$ cat config.mk
export PLATFORM = sky130hd
export DESIGN_NAME = rgb_source_scheduler_flat
export DESIGN_NICKNAME = d
export VERILOG_FILES = /design/src/rtl/rgb_source_scheduler_if.sv /design/src/rtl/rgb_source_scheduler.sv /design/src/flat_wrapper.sv
export SDC_FILE = /design/constraint.sdc
export NUM_CORES = 1
export LEC_CHECK = 0
export CORE_MARGIN = 4
export CORE_UTILIZATION = 41
export DETAILED_ROUTE_END_ITERATION = 12
export DONT_BUFFER_PORTS = 1
export GPL_TIMING_DRIVEN = 0
export HOLD_SLACK_MARGIN = 0.05
export PLACE_DENSITY = 0.62
export SETUP_SLACK_MARGIN = 0.15
export SLEW_MARGIN = 20
export SYNTH_ARGS = -nofsm -noshare
export SYNTH_HDL_FRONTEND = slang
export SYNTH_SLANG_ARGS = --single-unit
$ cat constraint.sdc
create_clock -name clk -period 2.31 [get_ports clk]
set_input_delay 0.462 -clock clk [delete_from_list [all_inputs] [get_ports clk]]
set_output_delay 0.462 -clock clk [all_outputs]
set_load 0.02 [all_outputs]
$ cat src/rtl/rgb_source_scheduler_if.sv
// Pixel-source, timing and DAC-side signal bundle for rgb_source_scheduler.
// master = pixel sources / timing generator side, slave = scheduler side.
interface rgb_source_scheduler_if #(
   parameter int UNDERRUN_W = 16
);
   logic                  video_on;
   logic                  hsync_in;
   logic                  vsync_in;
   logic [11:0]           src0_rgb;
   logic                  src0_valid;
   logic [11:0]           src1_rgb;
   logic                  src1_valid;
   logic [11:0]           src2_rgb;
   logic                  src2_valid;
   logic                  cfg_wr;
   logic [2:0]            cfg_en;
   logic [3:0]            q_r;
   logic [3:0]            q_g;
   logic [3:0]            q_b;
   logic                  hsync_out;
   logic                  vsync_out;
   logic [2:0]            grant;
   logic                  cfg_pending;
   logic [UNDERRUN_W-1:0] underrun_cnt;

   modport master (
      output video_on, hsync_in, vsync_in,
      output src0_rgb, src0_valid, src1_rgb, src1_valid, src2_rgb, src2_valid,
      output cfg_wr, cfg_en,
      input  q_r, q_g, q_b, hsync_out, vsync_out, grant, cfg_pending, underrun_cnt
   );

   modport slave (
      input  video_on, hsync_in, vsync_in,
      input  src0_rgb, src0_valid, src1_rgb, src1_valid, src2_rgb, src2_valid,
      input  cfg_wr, cfg_en,
      output q_r, q_g, q_b, hsync_out, vsync_out, grant, cfg_pending, underrun_cnt
   );
endinterface

$ cat src/rtl/rgb_source_scheduler.sv
// Two-stage fixed-priority RGB source mux with colour-key transparency,
// frame-boundary shadowed source enables and a per-frame underrun counter.
module rgb_source_scheduler #(
   parameter logic [11:0] KEY_COLOR     = 12'hF0F,
   parameter logic [11:0] DEFAULT_COLOR = 12'h000,
   parameter logic        SYNC_POL      = 1'b0,
   parameter int          UNDERRUN_W    = 16
) (
   input  logic                   clk,
   input  logic                   reset,
   rgb_source_scheduler_if.slave  bus
);
   localparam logic [UNDERRUN_W-1:0] ACC_MAX = {UNDERRUN_W{1'b1}};
   localparam logic [UNDERRUN_W-1:0] ACC_ONE = {{(UNDERRUN_W-1){1'b0}}, 1'b1};
   localparam logic [UNDERRUN_W-1:0] ACC_ZERO = {UNDERRUN_W{1'b0}};

   logic [11:0]           r_s1_rgb;
   logic [2:0]            r_s1_sel;
   logic                  r_s1_von;
   logic                  r_s1_hs;
   logic                  r_s1_vs;
   logic [11:0]           r_q_rgb;
   logic [2:0]            r_grant;
   logic                  r_hs_out;
   logic                  r_vs_out;
   logic [2:0]            r_active_en;
   logic [2:0]            r_pending_en;
   logic                  r_cfg_pending;
   logic [UNDERRUN_W-1:0] r_acc;
   logic [UNDERRUN_W-1:0] r_underrun_cnt;

   logic                  w_elig0;
   logic                  w_elig1;
   logic                  w_elig2;
   logic [2:0]            w_sel;
   logic [11:0]           w_sel_rgb;
   logic [11:0]           w_s2_rgb;
   logic [2:0]            w_s2_grant;
   logic                  w_fb;
   logic                  w_miss;
   logic [UNDERRUN_W-1:0] w_acc_next;

   // Eligibility and priority select; valid gates first so X colour on idle sources is masked.
   always_comb begin
      w_elig0   = bus.src0_valid && r_active_en[0];
      w_elig1   = bus.src1_valid && r_active_en[1] && (bus.src1_rgb != KEY_COLOR);
      w_elig2   = bus.src2_valid && r_active_en[2] && (bus.src2_rgb != KEY_COLOR);
      w_sel     = 3'b000;
      w_sel_rgb = 12'h000;
      if (w_elig2) begin
         w_sel     = 3'b100;
         w_sel_rgb = bus.src2_rgb;
      end else if (w_elig1) begin
         w_sel     = 3'b010;
         w_sel_rgb = bus.src1_rgb;
      end else if (w_elig0) begin
         w_sel     = 3'b001;
         w_sel_rgb = bus.src0_rgb;
      end else begin
         w_sel     = 3'b000;
         w_sel_rgb = 12'h000;
      end
   end

   // Output-stage colour: blank, default fill, or the selected source.
   always_comb begin
      w_s2_rgb   = 12'h000;
      w_s2_grant = 3'b000;
      if (!r_s1_von) begin
         w_s2_rgb   = 12'h000;
         w_s2_grant = 3'b000;
      end else if (r_s1_sel == 3'b000) begin
         w_s2_rgb   = DEFAULT_COLOR;
         w_s2_grant = 3'b000;
      end else begin
         w_s2_rgb   = r_s1_rgb;
         w_s2_grant = r_s1_sel;
      end
   end

   // Frame boundary is vsync entering its active level relative to the stage-1 copy.
   always_comb begin
      w_fb       = (bus.vsync_in == SYNC_POL) && (r_s1_vs != SYNC_POL);
      w_miss     = r_s1_von && (r_s1_sel == 3'b000);
      w_acc_next = r_acc;
      if (w_miss && (r_acc != ACC_MAX)) begin
         w_acc_next = r_acc + ACC_ONE;
      end else begin
         w_acc_next = r_acc;
      end
   end

   // Two-stage colour/sync pipeline.
   always_ff @(posedge clk) begin
      if (!reset) begin
         r_s1_rgb <= 12'h000;
         r_s1_sel <= 3'b000;
         r_s1_von <= 1'b0;
         r_s1_hs  <= ~SYNC_POL;
         r_s1_vs  <= ~SYNC_POL;
         r_q_rgb  <= 12'h000;
         r_grant  <= 3'b000;
         r_hs_out <= ~SYNC_POL;
         r_vs_out <= ~SYNC_POL;
      end else begin
         r_s1_rgb <= w_sel_rgb;
         r_s1_sel <= w_sel;
         r_s1_von <= bus.video_on;
         r_s1_hs  <= bus.hsync_in;
         r_s1_vs  <= bus.vsync_in;
         r_q_rgb  <= w_s2_rgb;
         r_grant  <= w_s2_grant;
         r_hs_out <= r_s1_hs;
         r_vs_out <= r_s1_vs;
      end
   end

   // Shadowed enables; a write landing on the boundary bypasses the shadow.
   always_ff @(posedge clk) begin
      if (!reset) begin
         r_active_en   <= 3'b001;
         r_pending_en  <= 3'b001;
         r_cfg_pending <= 1'b0;
      end else if (w_fb && bus.cfg_wr) begin
         r_active_en   <= bus.cfg_en;
         r_pending_en  <= bus.cfg_en;
         r_cfg_pending <= 1'b0;
      end else if (w_fb) begin
         if (r_cfg_pending) begin
            r_active_en   <= r_pending_en;
            r_cfg_pending <= 1'b0;
         end else begin
            r_active_en   <= r_active_en;
            r_cfg_pending <= r_cfg_pending;
         end
      end else if (bus.cfg_wr) begin
         r_pending_en  <= bus.cfg_en;
         r_cfg_pending <= 1'b1;
      end else begin
         r_cfg_pending <= r_cfg_pending;
      end
   end

   // Underrun accumulation, snapshotted and cleared at each frame boundary.
   always_ff @(posedge clk) begin
      if (!reset) begin
         r_acc          <= ACC_ZERO;
         r_underrun_cnt <= ACC_ZERO;
      end else if (w_fb) begin
         r_underrun_cnt <= w_acc_next;
         r_acc          <= ACC_ZERO;
      end else begin
         r_acc          <= w_acc_next;
      end
   end

   assign bus.q_r          = r_q_rgb[11:8];
   assign bus.q_g          = r_q_rgb[7:4];
   assign bus.q_b          = r_q_rgb[3:0];
   assign bus.grant        = r_grant;
   assign bus.hsync_out    = r_hs_out;
   assign bus.vsync_out    = r_vs_out;
   assign bus.cfg_pending  = r_cfg_pending;
   assign bus.underrun_cnt = r_underrun_cnt;
endmodule

$ cat src/flat_wrapper.sv
// flat-port wrapper written by rule: the top's interface ports become plain ports
module rgb_source_scheduler_flat 
#(
   parameter logic [11:0] KEY_COLOR     = 12'hF0F,
   parameter logic [11:0] DEFAULT_COLOR = 12'h000,
   parameter logic        SYNC_POL      = 1'b0,
   parameter int          UNDERRUN_W    = 16
)
  (clk, reset, bus_video_on, bus_hsync_in, bus_vsync_in, bus_src0_rgb, bus_src0_valid, bus_src1_rgb, bus_src1_valid, bus_src2_rgb, bus_src2_valid, bus_cfg_wr, bus_cfg_en, bus_q_r, bus_q_g, bus_q_b, bus_hsync_out, bus_vsync_out, bus_grant, bus_cfg_pending, bus_underrun_cnt);
  rgb_source_scheduler_if #(.UNDERRUN_W(UNDERRUN_W)) bus_i ();
  input  logic clk;
  input  logic reset;
  input wire logic [$bits(bus_i.video_on)-1:0] bus_video_on;
  input wire logic [$bits(bus_i.hsync_in)-1:0] bus_hsync_in;
  input wire logic [$bits(bus_i.vsync_in)-1:0] bus_vsync_in;
  input wire logic [$bits(bus_i.src0_rgb)-1:0] bus_src0_rgb;
  input wire logic [$bits(bus_i.src0_valid)-1:0] bus_src0_valid;
  input wire logic [$bits(bus_i.src1_rgb)-1:0] bus_src1_rgb;
  input wire logic [$bits(bus_i.src1_valid)-1:0] bus_src1_valid;
  input wire logic [$bits(bus_i.src2_rgb)-1:0] bus_src2_rgb;
  input wire logic [$bits(bus_i.src2_valid)-1:0] bus_src2_valid;
  input wire logic [$bits(bus_i.cfg_wr)-1:0] bus_cfg_wr;
  input wire logic [$bits(bus_i.cfg_en)-1:0] bus_cfg_en;
  output wire logic [$bits(bus_i.q_r)-1:0] bus_q_r;
  output wire logic [$bits(bus_i.q_g)-1:0] bus_q_g;
  output wire logic [$bits(bus_i.q_b)-1:0] bus_q_b;
  output wire logic [$bits(bus_i.hsync_out)-1:0] bus_hsync_out;
  output wire logic [$bits(bus_i.vsync_out)-1:0] bus_vsync_out;
  output wire logic [$bits(bus_i.grant)-1:0] bus_grant;
  output wire logic [$bits(bus_i.cfg_pending)-1:0] bus_cfg_pending;
  output wire logic [$bits(bus_i.underrun_cnt)-1:0] bus_underrun_cnt;
  assign bus_i.video_on = bus_video_on;
  assign bus_i.hsync_in = bus_hsync_in;
  assign bus_i.vsync_in = bus_vsync_in;
  assign bus_i.src0_rgb = bus_src0_rgb;
  assign bus_i.src0_valid = bus_src0_valid;
  assign bus_i.src1_rgb = bus_src1_rgb;
  assign bus_i.src1_valid = bus_src1_valid;
  assign bus_i.src2_rgb = bus_src2_rgb;
  assign bus_i.src2_valid = bus_src2_valid;
  assign bus_i.cfg_wr = bus_cfg_wr;
  assign bus_i.cfg_en = bus_cfg_en;
  assign bus_q_r = bus_i.q_r;
  assign bus_q_g = bus_i.q_g;
  assign bus_q_b = bus_i.q_b;
  assign bus_hsync_out = bus_i.hsync_out;
  assign bus_vsync_out = bus_i.vsync_out;
  assign bus_grant = bus_i.grant;
  assign bus_cfg_pending = bus_i.cfg_pending;
  assign bus_underrun_cnt = bus_i.underrun_cnt;
  rgb_source_scheduler #(.KEY_COLOR(KEY_COLOR), .DEFAULT_COLOR(DEFAULT_COLOR), .SYNC_POL(SYNC_POL), .UNDERRUN_W(UNDERRUN_W)) u_core (.clk(clk), .reset(reset), .bus(bus_i));
endmodule
==> impl_metrics.json, run 1 <==
{
  "max_slew_margin_pct": 63.8,
  "placeableCoreArea_mm2": 0.00741,
  "syn2layout_area_growth_pct": 10.6,
  "grt_overflow_total": 0,
  "num_antenna_cells": 0,
  "clock-sinks": 74,
  "p_per_area_mw_per_mm2": 695,
  "timing_hold_violations_final": 0,
  "vdd_ir_drop_max_v": 0.000322,
  "die-height_um": 96.2,
  "final_antenna_net_count": 0,
  "run_status": "finished, final reports clean",
  "power.switching_w": 0.000649,
  "finish.utilization_pct": 47.6,
  "comb_pwr_share_pct": 7.4,
  "place_hpwl_um": 6250,
  "grt_max_degree": 13,
  "worst_setup_path_start_kind": "register",
  "grt_antenna_before_repair": 0,
  "critical_path_peak_fanout": 8,
  "timing.clock.skew_ns": 0.0136,
  "async_flop_share_pct": 0,
  "yosys_warnings": 0,
  "power.clock.fraction_pct": 36.6,
  "port_bufs": 0,
  "worstSkewPairLatency_ns": 0.35,
  "pwr-share-seq_pct": 56.0,
  "synth-edff-count": 0,
  "finalWeightedCongestion": 0.865,
  "switching_share_pct": 26.5,
  "tritoncts": "yes",
  "cts_max_level": 3,
  "detailedRoute.firstIterationViolations": 143,
  "detail_route.wirelength_um": 8620,
  "required_ns": 2.58,
  "fin_setup_tns_ns": 0,
  "tightest_slew_ns": 0.543,
  "hold_ws_ns": 0.212,
  "synth_seq_cells": 74,
  "fraction_of_layout_instances_using_a_drive_strength_above_1_pct": 9.97,
  "timing.fmax_ghz": 0.505,
  "syn_nets": 402,
  "cts-root-to-sink-buffers": 2,
  "grt_pass1_wl_um": 13600,
  "via_count_of_the_first_global_routing_pass": 2733,
  "number_of_buffers_added_by_the_clock_tree_synthesis_step": 9,
  "cp.arrival_ns": 2.25,
  "floorplan.die_area_mm2": 0.00925,
  "critPathSlowestCell": "or4b_4",
  "fin_crit_ns": 1.98,
  "synth-seq-area-share_pct": 46.5,
  "viasPerCell": 5.96,
  "nNetsFinal": 416,
  "criticalPathCategory": "reg2reg",
  "floorplan.io_pins": 82,
  "class_of_the_most_critical_hold_timing_path": "in2reg",
  "cp_cell_sequence": "or4b_4, buf_6, nor4_4, a311oi_1, a311oi_2",
  "syn_area_mm2": 0.00319,
  "start_util_pct": 43.0,
  "fin_crit_sh_pct": 85.7,
  "path_clk_slew_ns": 0.08,
  "setup-violations-final": 0,
  "crit_path_max_incr_delay_ns": 0.55,
  "timing.final.max_slew_violations": 0,
  "grt_setup_unrepaired": "false",
  "root_buf_cell": "clkbuf_8",
  "placement_rows": 31,
  "synth_cells": 353,
  "maxCapViolCount": 0,
  "synth.lib_cells_used.distinct": 55,
  "detail_route.wl_per_cell_um": 18.3,
  "p_leak_nw": 1.28,
  "predominant_post_synthesis_flop_cell": "dfxtp_1",
  "remaining_drc_errors": 0,
  "drt-pass1-iter-count": 4,
  "worstSetupEndpointType": "register",
  "crit_buf_inv": 1,
  "total_global_route_track_usage_pct": 19.2,
  "via_count": 2801,
  "worst_path_dominant_cell_family": "simple AND/OR/NAND/NOR gates",
  "avgSynthCellArea_um2": 9.03,
  "cell_internal_pwr_w": 0.00180,
  "die-width_um": 96.2
}
[per-stage QoR]
step / power (W) / cell area [um2] / setup slack [ns] / instances
2_1_floorplan: 0.00153 / 3190 / 0.355 / 353
3_3_place_gp: 0.00158 / 3310 / 0.116 / 452
6_report: 0.00245 / 3520 / 0.329 / 470
5_1_grt: 0.00256 / 3520 / 0.144 / 470
3_5_place_dp: 0.00158 / 3310 / 0.113 / 452
4_1_cts: 0.00247 / 3490 / 0.182 / 467
[placed cells by master (no fill, tap or decap), drive strengths merged, types with 12 or more instances in the layout]
cell type / Yosys / layout
o21ai: 30 / 30
nand3: 12 / 12
a21oi: 16 / 16
nand4: 15 / 15
dfxtp: 74 / 74
nor2: 17 / 17
and2: 15 / 15
a31oi: 24 / 24
nand2: 20 / 20
and3: 12 / 12
clkbuf: 19 / 29
[flip-flops by register name, indices dropped and copies added (netlist names)]
register                 cells
u_core.r_pending_en          3
u_core.r_s1_sel              3
u_core.r_s1_von              1
u_core.bus.underrun_cnt     16
u_core.r_q_rgb              12
u_core.r_s1_rgb             12
u_core.bus.grant             3
u_core.r_s1_hs               1
u_core.r_active_en           3
u_core.r_s1_vs               1
u_core.bus.hsync_out         1
u_core.bus.vsync_out         1
u_core.r_acc                16
u_core.bus.cfg_pending       1
[layer usage]
layer | vias to the layer above | global-route usage (%) | wire [um]
met1 | 1325 | 24.2 | 3650
met4 | 0 | 9.24 | 168
met5 | - | 0 | 0
met3 | 16 | 4.46 | 773
met2 | 92 | 30.8 | 4030
li1 | 1368 | - | -
[worst reg2reg max path: cells and delay by family (launching register included)]
| family | cells | cell delay, ns |
|---|---|---|
| AO/OA/AOI/OAI | 2 | 0.41 |
| flip-flops | 1 | 0.36 |
| AND/OR/NAND/NOR | 2 | 0.96 |
| buffers and inverters | 1 | 0.16 |
[power by group through the flow]
| stage | clock [W] | sequential, W | combinational, W |
|---|---|---|---|
| floorplan | 0 | 0.00139 | 0.000135 |
| global placement | 0 | 0.00140 | 0.000175 |
| detailed placement | 0 | 0.00140 | 0.000178 |
| CTS | 0.000915 | 0.00137 | 0.000179 |
| global route | 0.000978 | 0.00138 | 0.000203 |
| finish | 0.000896 | 0.00137 | 0.000180 |
[layout make-up]
cell class              instances  area, um2
inverters                       6       22.5
clock buffers                  10        138
flip-flops and latches         74       1480
clock inverters                 5       31.3
fillers                       748       3880
well taps                      99        124
repair buffers                  3       22.5
multi-input cells             248       1600
plain buffers                  25        110
[final timing paths]
kind / from / to / slack (ns) / cells past startpoint
worst max-delay path: u_core.r_s1_sel[1] / u_core.bus.underrun_cnt[14] / 0.33 / 5
worst min-delay path: bus_vsync_in / u_core.r_s1_vs / 0.21 / 1
worst max register to register: u_core.r_s1_sel[1] / u_core.bus.underrun_cnt[14] / 0.33 / 5
worst min register to register: u_core.r_s1_hs / u_core.bus.hsync_out / 0.41 / 1
[Yosys cell counts, types with 6 or more instances]
| master | count | area share [%] |
|---|---|---|
| and2_1 | 15 | 2.9 |
| a21oi_1 | 16 | 2.5 |
| and3_1 | 11 | 2.2 |
| dfxtp_1 | 74 | 46 |
| nand4_1 | 15 | 2.9 |
| nand2b_1 | 6 | 1.2 |
| nor2_1 | 17 | 2.0 |
| o211ai_1 | 8 | 1.9 |
| o21ai_0 | 30 | 4.7 |
| or3_1 | 7 | 1.4 |
| clkbuf_1 | 18 | 2.1 |
| nand3_1 | 12 | 1.9 |
| nor3_1 | 7 | 1.1 |
| a31oi_1 | 24 | 4.7 |
| nand2_1 | 20 | 2.4 |
[cells by family (layout without fill, tap and decap cells)]
family	count (synthesis)	count (layout)	synth area share, %
AOI/OAI and AO/OA	109	109	22.7
adders and majority gates	1	1	0.392
buffers and inverters	31	49	4.16
DFF	74	74	46.5
muxes	2	2	0.628
and+or+nand+nor	136	136	25.7
[what timing repair did]
item	in CTS	in global routing
buffers inserted	0	3
pin swaps	0	3
gates cloned	0	0
endpoints found under the setup margin	5	23
gates resized for setup	1	2
hold buffers	0	0
Power figures use the tool's default switching activity.
==> run 2: changes to the inputs <==
- CTS_CLUSTER_SIZE: not set -> 14
==> results of run 2 <==
No change in the layout: final DEF, timing and power equal those of run 1.
==> run 3: changes to the inputs <==
- CORE_UTILIZATION: 41 -> 55
- MAX_ROUTING_LAYER: not set -> met4
- PLACE_DENSITY: 0.62 -> 0.77
==> impl_metrics.json, run 3 (synthesis gave the netlist of run 1 again) <==
{
  "timing.fmax_ghz": 0.495,
  "setup-violations-final": 0,
  "die-height_um": 84.1,
  "tightest_slew_ns": 0.524,
  "via_count": 2893,
  "crit_path_max_incr_delay_ns": 0.49,
  "cts-root-to-sink-buffers": 2,
  "clock-sinks": 74,
  "p_leak_nw": 1.28,
  "cts_max_level": 3,
  "timing.clock.skew_ns": 0.00588,
  "port_bufs": 0,
  "global_route.usage.met2_pct": 37.5,
  "grt_setup_unrepaired": "true",
  "number_of_buffers_added_by_the_clock_tree_synthesis_step": 9,
  "worst_setup_path_start_kind": "register",
  "grt_pass1_wl_um": 13400,
  "floorplan.io_pins": 82,
  "hold_ws_ns": 0.220,
  "switching_share_pct": 25.4,
  "remaining_drc_errors": 0,
  "place_hpwl_um": 5960,
  "drt-pass1-iter-count": 5,
  "fin_crit_ns": 2.02,
  "final_antenna_net_count": 0,
  "path_clk_slew_ns": 0.08,
  "worstSetupEndpointType": "register",
  "cp_cell_sequence": "nand4_1, nor4_4, clkbuf_2, o21ai_0, a311oi_1",
  "pwr-share-seq_pct": 54.3,
  "num_antenna_cells": 0,
  "start_util_pct": 57.2,
  "critical_path_peak_fanout": 10,
  "grt_overflow_total": 0,
  "grt_util_met3_pct": 5.79,
  "die-width_um": 84.1,
  "cts_hold_buffers": 0,
  "required_ns": 2.56,
  "most-common-layout-cells": "dfxtp_1, o21ai_0, a31oi_1",
  "total_power_w": 0.00253,
  "comb_pwr_share_pct": 7.2,
  "power.switching_w": 0.000643,
  "detail_route.wirelength_um": 8430,
  "most_common_cell_after_layout_fill_and_taps_aside": "dfxtp_1",
  "tritoncts": "yes",
  "run_status": "finished, final reports clean",
  "timing_hold_violations_final": 0,
  "cell_internal_pwr_w": 0.00188,
  "grt_antenna_before_repair": 0,
  "nNetsFinal": 416,
  "grt_most_used_layer": "met2",
  "place_area_mm2": 0.00328,
  "vdd_ir_drop_max_v": 0.000363,
  "fin_crit_sh_pct": 87.5,
  "viasPerCell": 6.52,
  "syn2layout_area_growth_pct": 9.77,
  "floorplan.die_area_mm2": 0.00708,
  "postLayoutCellArea_mm2": 0.00350,
  "grt_max_degree": 13,
  "fraction_of_layout_instances_using_a_drive_strength_above_1_pct": 9.68,
  "grt_use_met1_pct": 28.7,
  "detailedRoute.firstIterationViolations": 261,
  "cp.arrival_ns": 2.27,
  "critPathSlowestCell": "nor4_4",
  "class_of_the_most_critical_hold_timing_path": "in2reg",
  "maxCapViolCount": 0,
  "placement_rows": 27,
  "p_per_area_mw_per_mm2": 722,
  "criticalPathCategory": "reg2reg",
  "fin_setup_tns_ns": 0,
  "via_count_of_the_first_global_routing_pass": 2726,
  "total_global_route_track_usage_pct": 24.1,
  "worstSkewPairLatency_ns": 0.34,
  "power.clock.fraction_pct": 38.5,
  "finalWeightedCongestion": 0.916,
  "root_buf_cell": "clkbuf_8",
  "placeableCoreArea_mm2": 0.00557,
  "timing.final.max_slew_violations": 0,
  "detail_route.wl_per_cell_um": 19.0,
  "max_slew_margin_pct": 65.1
}
==> run 3: changes by cell type in the layout (fill, tap and decap cells not counted) <==
| cell | previous run | this run |
|---|---|---|
| clkinv_2 | 3 | 4 |
| bufinv_16 | 0 | 1 |
| o41ai_1 | 0 | 1 |
| clkbuf_1 | 18 | 19 |
| o41ai_2 | 1 | 0 |
| clkinv_4 | 1 | 0 |
| clkbuf_8 | 10 | 9 |
==> run 3: final cells by class <==
type | count | area, um2
Timing Repair Buffer | 3 | 22.5
Sequential cell | 74 | 1480
Tap cell | 72 | 90.1
Clock inverter | 6 | 57.6
Clock buffer | 10 | 128
Fill cell | 469 | 2070
Inverter | 6 | 22.5
Buffer | 25 | 110
Multi-Input combinational cell | 248 | 1590
==> run 3: power by group through the flow <==
stage               Combinational [W]  Clock (W)  Sequential [W]
floorplan                    0.000135          0         0.00139
global placement             0.000172          0         0.00140
detailed placement           0.000176          0         0.00140
CTS                          0.000177   0.000981         0.00137
global route                 0.000202    0.00103         0.00138
finish                       0.000182   0.000972         0.00137
==> run 3: timing repair <==
item                                   4_1_cts  5_1_grt
resized for setup                            1        1
pin swaps                                    0        2
endpoints found under the hold margin        0        0
gates cloned                                 0        0
setup buffers                                0        3
setup endpoints to repair                    1       23
==> run 3: critical path: cells and delay by family (launching register included) <==
kind / cells / cell delay [ns]
buf+inv: 1 / 0.28
flops: 1 / 0.43
compound gates: 2 / 0.40
simple gates: 2 / 0.83
==> run 3: worst paths after layout <==
check	start	end	slack, ns	cells after the start
setup / recovery	u_core.r_acc[4]	u_core.bus.underrun_cnt[0]	0.29	5
hold / removal	bus_vsync_in	u_core.r_s1_vs	0.22	1
setup reg to reg	u_core.r_acc[4]	u_core.bus.underrun_cnt[0]	0.29	5
hold reg to reg	u_core.r_s1_hs	u_core.bus.hsync_out	0.41	1
==> run 3: metrics by stage <==
stage | worst slack (ns) | utilization (%) | cells
after floorplan | 0.355 | - | 353
after global placement | 0.174 | 58.8 | 425
after detailed placement | 0.146 | 58.8 | 425
after CTS | 0.189 | 62.3 | 441
after global routing | 0.0989 | 62.8 | 444
final | 0.290 | 62.8 | 444
==> run 3: per-layer routing <==
layer	vias up	wire length [um]
met2	144	4080
met5	-	0
li1	1374	-
met4	0	237
met3	19	795
met1	1356	3320
==> RTL change 1 (settings of run 2) <==
`r_s1_rgb` and `r_q_rgb` no longer have a reset.
--- a/src/rtl/rgb_source_scheduler.sv
+++ b/src/rtl/rgb_source_scheduler.sv
@@ -94,24 +94,25 @@
    always_ff @(posedge clk) begin
       if (!reset) begin
-         r_s1_rgb <= 12'h000;
          r_s1_sel <= 3'b000;
          r_s1_von <= 1'b0;
          r_s1_hs  <= ~SYNC_POL;
          r_s1_vs  <= ~SYNC_POL;
-         r_q_rgb  <= 12'h000;
          r_grant  <= 3'b000;
          r_hs_out <= ~SYNC_POL;
          r_vs_out <= ~SYNC_POL;
       end else begin
-         r_s1_rgb <= w_sel_rgb;
          r_s1_sel <= w_sel;
          r_s1_von <= bus.video_on;
          r_s1_hs  <= bus.hsync_in;
          r_s1_vs  <= bus.vsync_in;
-         r_q_rgb  <= w_s2_rgb;
          r_grant  <= w_s2_grant;
          r_hs_out <= r_s1_hs;
          r_vs_out <= r_s1_vs;
       end
+   end
+
+   always_ff @(posedge clk) begin
+      r_s1_rgb <= w_sel_rgb;
+      r_q_rgb  <= w_s2_rgb;
    end
 
Function: differs if reset is asserted again (counterexample within 4 cycles, from zero or initial values and one cycle with reset low); with reset held inactive, the same outputs for 10 cycles.
==> RTL change 1 against run 2 <==
Non-clock buffer count grew 1; power grew 8.1%; critical endpoint is now u_core.r_acc[15]; wire length shrank 3.4%; area after synthesis shrank 5.5%; largest power group unchanged; largest cell class unchanged; setup slack lost 0.25 ns; via count shrank 1.8%; sequential cell count is the same; final area shrank 1.6%.
==> RTL change 1: results (changes against run 2) <==
Global routing
  • Met2 Use GR: 0.3087 (was 0.3082)
  • Met3 Use GR: 0.07131 (was 0.04457)
  • GR Util All Layers: 0.1890 (was 0.1922)
  • Largest net degree at the start of global routing: 14 (was 13)
  • Number of global-route vias before repair: 2,629 (was 2,733)
  • First-pass GRT wire length: 12,830 um (was 13,570 um)

Setup path
  • Crit. Startpoint: u_core.r_s1_sel[2] (was u_core.r_s1_sel[1])
  • Worst-case reg-to-reg path depth: 6 (was 5)
  • Crit path DAT: 2.51 ns (was 2.25 ns)
  • Max incr delay on CP: 0.53 ns (was 0.55 ns)
  • R2R setup slack: 0.08 ns (was 0.33 ns)
  • Worst reg2reg path endpoint: u_core.r_acc[15] (was u_core.bus.underrun_cnt[14])

STA
  • Clock skew: 0.01444 ns (was 0.01359 ns)
  • Slew @ Worst Pin: 0.5692 ns (was 0.5426 ns)
  • Min Hold Slack: 0.2105 ns (was 0.2124 ns)

Yosys
  • Netlist cell types: 40 (was 55)
  • Syn avg cell area: 8.914 um^2 (was 9.031 um^2)
  • Mux share of post-synthesis cell area: 0.01661 (was 0.006279)
  • Syn nets: 387 (was 402)
  • Synth Area in Compound Gates: 0.2002 (was 0.2268)
  • Top cells by count, synth: dfxtp_1, nor2_1, o21ai_0 (was dfxtp_1, o21ai_0, a31oi_1)
  • Synth Area in Adders: 0.004153 (was 0.003925)
  • Seq/Total Area, Yosys: 0.4917 (was 0.4647)
  • Synth top area cells: dfxtp_1, a31oi_1, o2111ai_1, o21ai_0, nand3_1 (was dfxtp_1, a31oi_1, o21ai_0, and2_1, nand4_1)

Pwr
  • Worst IR Drop VDD: 447.6 uV (was 322.2 uV)
  • Clock group: 0.00110 W (was 0.000896 W)
  • P_comb: 0.000166 W (was 0.000180 W)
  • Power per Cell Area: 763.2 mW/mm^2 (was 694.8 mW/mm^2)
  • Leakage: 1.217 nW (was 1.278 nW)
  • Pint: 0.002009 W (was 0.001800 W)

Route
  • Drt initial violations: 119 (was 143)
  • Via density: 6.031 (was 5.960)
  • M1 WL: 3456 um (was 3646 um)
  • Met2 WL post-DR: 3900 um (was 4028 um)
  • Met3 Routed Length: 840 um (was 773 um)
  • Wirelength, routed: 8323 um (was 8618 um)

Placement
  • Global placement routability congestion: 0.8539 (was 0.8648)
  • HPWL after DPL: 5992 um (was 6247 um)
  • Cell Area, Placed: 0.003157 mm^2 (was 0.003312 mm^2)
  • Post-placement cell count: 434 (was 452)

Layout
  • Non-filler cells, final: 456 (was 470)
  • Share of cells above drive strength 1: 0.1111 (was 0.09973)
  • Nets: 404 (was 416)

Clock network
  • Postcts setup bufs: 5 (was 0)
  • Cts repair resizes: 7 (was 1)

Outcome
  • Outcome: finished, final reports clean (unchanged)
-- RTL change 1: kinds of logic (layout without fill, tap and decap cells) --
| kind of cell | after synthesis | in the layout |
|---|---|---|
| AOI/OAI and AO/OA | 94 | 94 |
| adders and majority gates | 1 | 1 |
| and+or+nand+nor | 140 | 140 |
| buffers and inverters | 24 | 46 |
| muxes | 5 | 5 |
| DFF | 74 | 74 |
-- RTL change 1: cell type report --
class,instances,area (um^2),share of cell area
Multi-Input combinational cell,240,1491,0.4302
Sequential cell,74,1485,0.4284
Clock buffer,10,127.6,0.03681
Tap cell,96,120.1,0.03464
Buffer,23,103.9,0.02995
Clock inverter,6,90.09,0.02598
Timing Repair Buffer,6,45.04,0.01299
Inverter,1,3.754,0.001083
-- RTL change 1: worst max-delay path: cells and delay by family (launching register included) --
kind	cells	cell delay (ns)
AOI/OAI and AO/OA	1	0.12
buffers and inverters	2	0.29
DFF	1	0.33
and+or+nand+nor	3	1.42
==> RTL change 2 (flow settings as in run 2) <==
Without the edit above. `UNDERRUN_W` is set to 16 in 3 places; all go to 32.
--- a/src/rtl/rgb_source_scheduler_if.sv
+++ b/src/rtl/rgb_source_scheduler_if.sv
@@ -2,5 +2,5 @@
 // master = pixel sources / timing generator side, slave = scheduler side.
 interface rgb_source_scheduler_if #(
-   parameter int UNDERRUN_W = 16
+   parameter int UNDERRUN_W = 32
 );
    logic                  video_on;
--- a/src/rtl/rgb_source_scheduler.sv
+++ b/src/rtl/rgb_source_scheduler.sv
@@ -5,5 +5,5 @@
    parameter logic [11:0] DEFAULT_COLOR = 12'h000,
    parameter logic        SYNC_POL      = 1'b0,
-   parameter int          UNDERRUN_W    = 16
+   parameter int          UNDERRUN_W    = 32
 ) (
    input  logic                   clk,
--- a/src/flat_wrapper.sv
+++ b/src/flat_wrapper.sv
@@ -5,5 +5,5 @@
    parameter logic [11:0] DEFAULT_COLOR = 12'h000,
    parameter logic        SYNC_POL      = 1'b0,
-   parameter int          UNDERRUN_W    = 16
+   parameter int          UNDERRUN_W    = 32
 )
   (clk, reset, bus_video_on, bus_hsync_in, bus_vsync_in, bus_src0_rgb, bus_src0_valid, bus_src1_rgb, bus_src1_valid, bus_src2_rgb, bus_src2_valid, bus_cfg_wr, bus_cfg_en, bus_q_r, bus_q_g, bus_q_b, bus_hsync_out, bus_vsync_out, bus_grant, bus_cfg_pending, bus_underrun_cnt);
Interface: changed (resized bus_underrun_cnt); port bits go from 82 to 98. No check against the original RTL was run, so the function may have changed too.
==> RTL change 2 against run 2 <==
Final area grew 43%; hold slack lost 0.032 ns; sequential cell count is 32 higher; largest power group unchanged; critical path type unchanged; area after synthesis rose by 35%; power up 36%; setup slack worse by 0.13 ns; wire length up 46%.
==> RTL change 2: results (changes against run 2) <==
Outcome
  • Outcome: finished, final reports clean (unchanged)

Placement
  • Post-placement setup slack: -0.5143 ns (was 0.1126 ns)
  • HPWL after DPL: 9166 um (was 6247 um)
  • Cell Area, Placed: 0.004479 mm^2 (was 0.003312 mm^2)
  • Global placement routability congestion: 0.9020 (was 0.8648)

Route
  • Met2 WL post-DR: 5901 um (was 4028 um)
  • Drt initial violations: 439 (was 143)
  • Detailed-route wire length per cell: 19.82 um (was 18.34 um)
  • M1 WL: 5633 um (was 3646 um)

Yosys
  • Netlist cell types: 52 (was 55)
  • Syn nets: 514 (was 402)
  • Synth top area cells: dfxtp_1, o21ai_0, a21oi_1, nor2_1, a31oi_1 (was dfxtp_1, a31oi_1, o21ai_0, and2_1, nand4_1)

Layout
  • Share of cells above drive strength 1: 0.1836 (was 0.09973)
  • Fin area: 0.005030 mm^2 (was 0.003525 mm^2)

Global routing
  • Largest net degree at the start of global routing: 21 (was 13)
  • First-pass GRT wire length: 19,830 um (was 13,570 um)
  • GR Util All Layers: 0.2011 (was 0.1922)
  • Number of global-route vias before repair: 3,654 (was 2,733)

Clock network
  • Cts repair resizes: 27 (was 1)
  • Clk Latency, worst-skew pair: 0.38 ns (was 0.35 ns)
  • Clock transition at path regs: 0.11 ns (was 0.08 ns)
  • Postcts setup bufs: 13 (was 0)

Pwr
  • Leakage: 1.795 nW (was 1.278 nW)
  • Net switching power: 0.0009337 W (was 0.0006490 W)

STA
  • Clock skew: 0.01532 ns (was 0.01359 ns)
  • Relative slew slack: 0.5979 (was 0.6383)

Setup path
  • Crit path DAT: 2.41 ns (was 2.25 ns)
-- RTL change 2: stage by stage --
stage,instances,setup TNS [ns]
global route,637,0
CTS,630,0
finish,637,0
floorplan,465,0
detailed placement,601,-11.05
global placement,601,-10.93
-- RTL change 2: worst paths after layout --
kind	cells past startpoint	endpoint	from
hold / removal	1	u_core.r_s1_vs	bus_vsync_in
setup / recovery	5	u_core.bus.underrun_cnt[7]	u_core.r_acc[24]
hold reg to reg	1	u_core.r_q_rgb[11]	u_core.r_s1_rgb[11]
setup reg to reg	5	u_core.bus.underrun_cnt[7]	u_core.r_acc[24]
-- RTL change 2: final cells by class --
type	count	area share
multi-input combinational	318	0.4318
sequential	106	0.4256
tap	136	0.03383
timing repair buffer	20	0.02985
buffer	24	0.02761
clock buffer	9	0.02463
clock inverter	7	0.01393
inverter	17	0.01269
-- RTL change 2: critical path: stages, from the launching register on --
cell     delay [ns]
dfxtp_1        0.46
and3_1         0.30
nand3_2        0.29
o31ai_1        0.46
o21ai_0        0.27
o31ai_1        0.24
-- RTL change 2: kinds of logic (layout without fill, tap and decap cells) --
logic type / after synthesis / in the layout / share of synthesized area
and+or+nand+nor: 167 / 167 / 0.2259
muxes: 4 / 4 / 0.009292
AOI/OAI and AO/OA: 137 / 137 / 0.2062
adders and majority gates: 1 / 1 / 0.002903
DFF: 106 / 106 / 0.4925
xor gates and xnor gates: 9 / 9 / 0.01829
buffers and inverters: 41 / 77 / 0.04500
-- RTL change 2: power by group through the flow --
stage	Combinational (W)	Clock [W]	Sequential, W
3_5_place_dp	0.000204	0	0.00202
3_3_place_gp	0.000200	0	0.00202
4_1_cts	0.000211	0.00117	0.00198
5_1_grt	0.000237	0.00125	0.00198
6_report	0.000213	0.00114	0.00198
2_1_floorplan	0.000149	0	0.00201
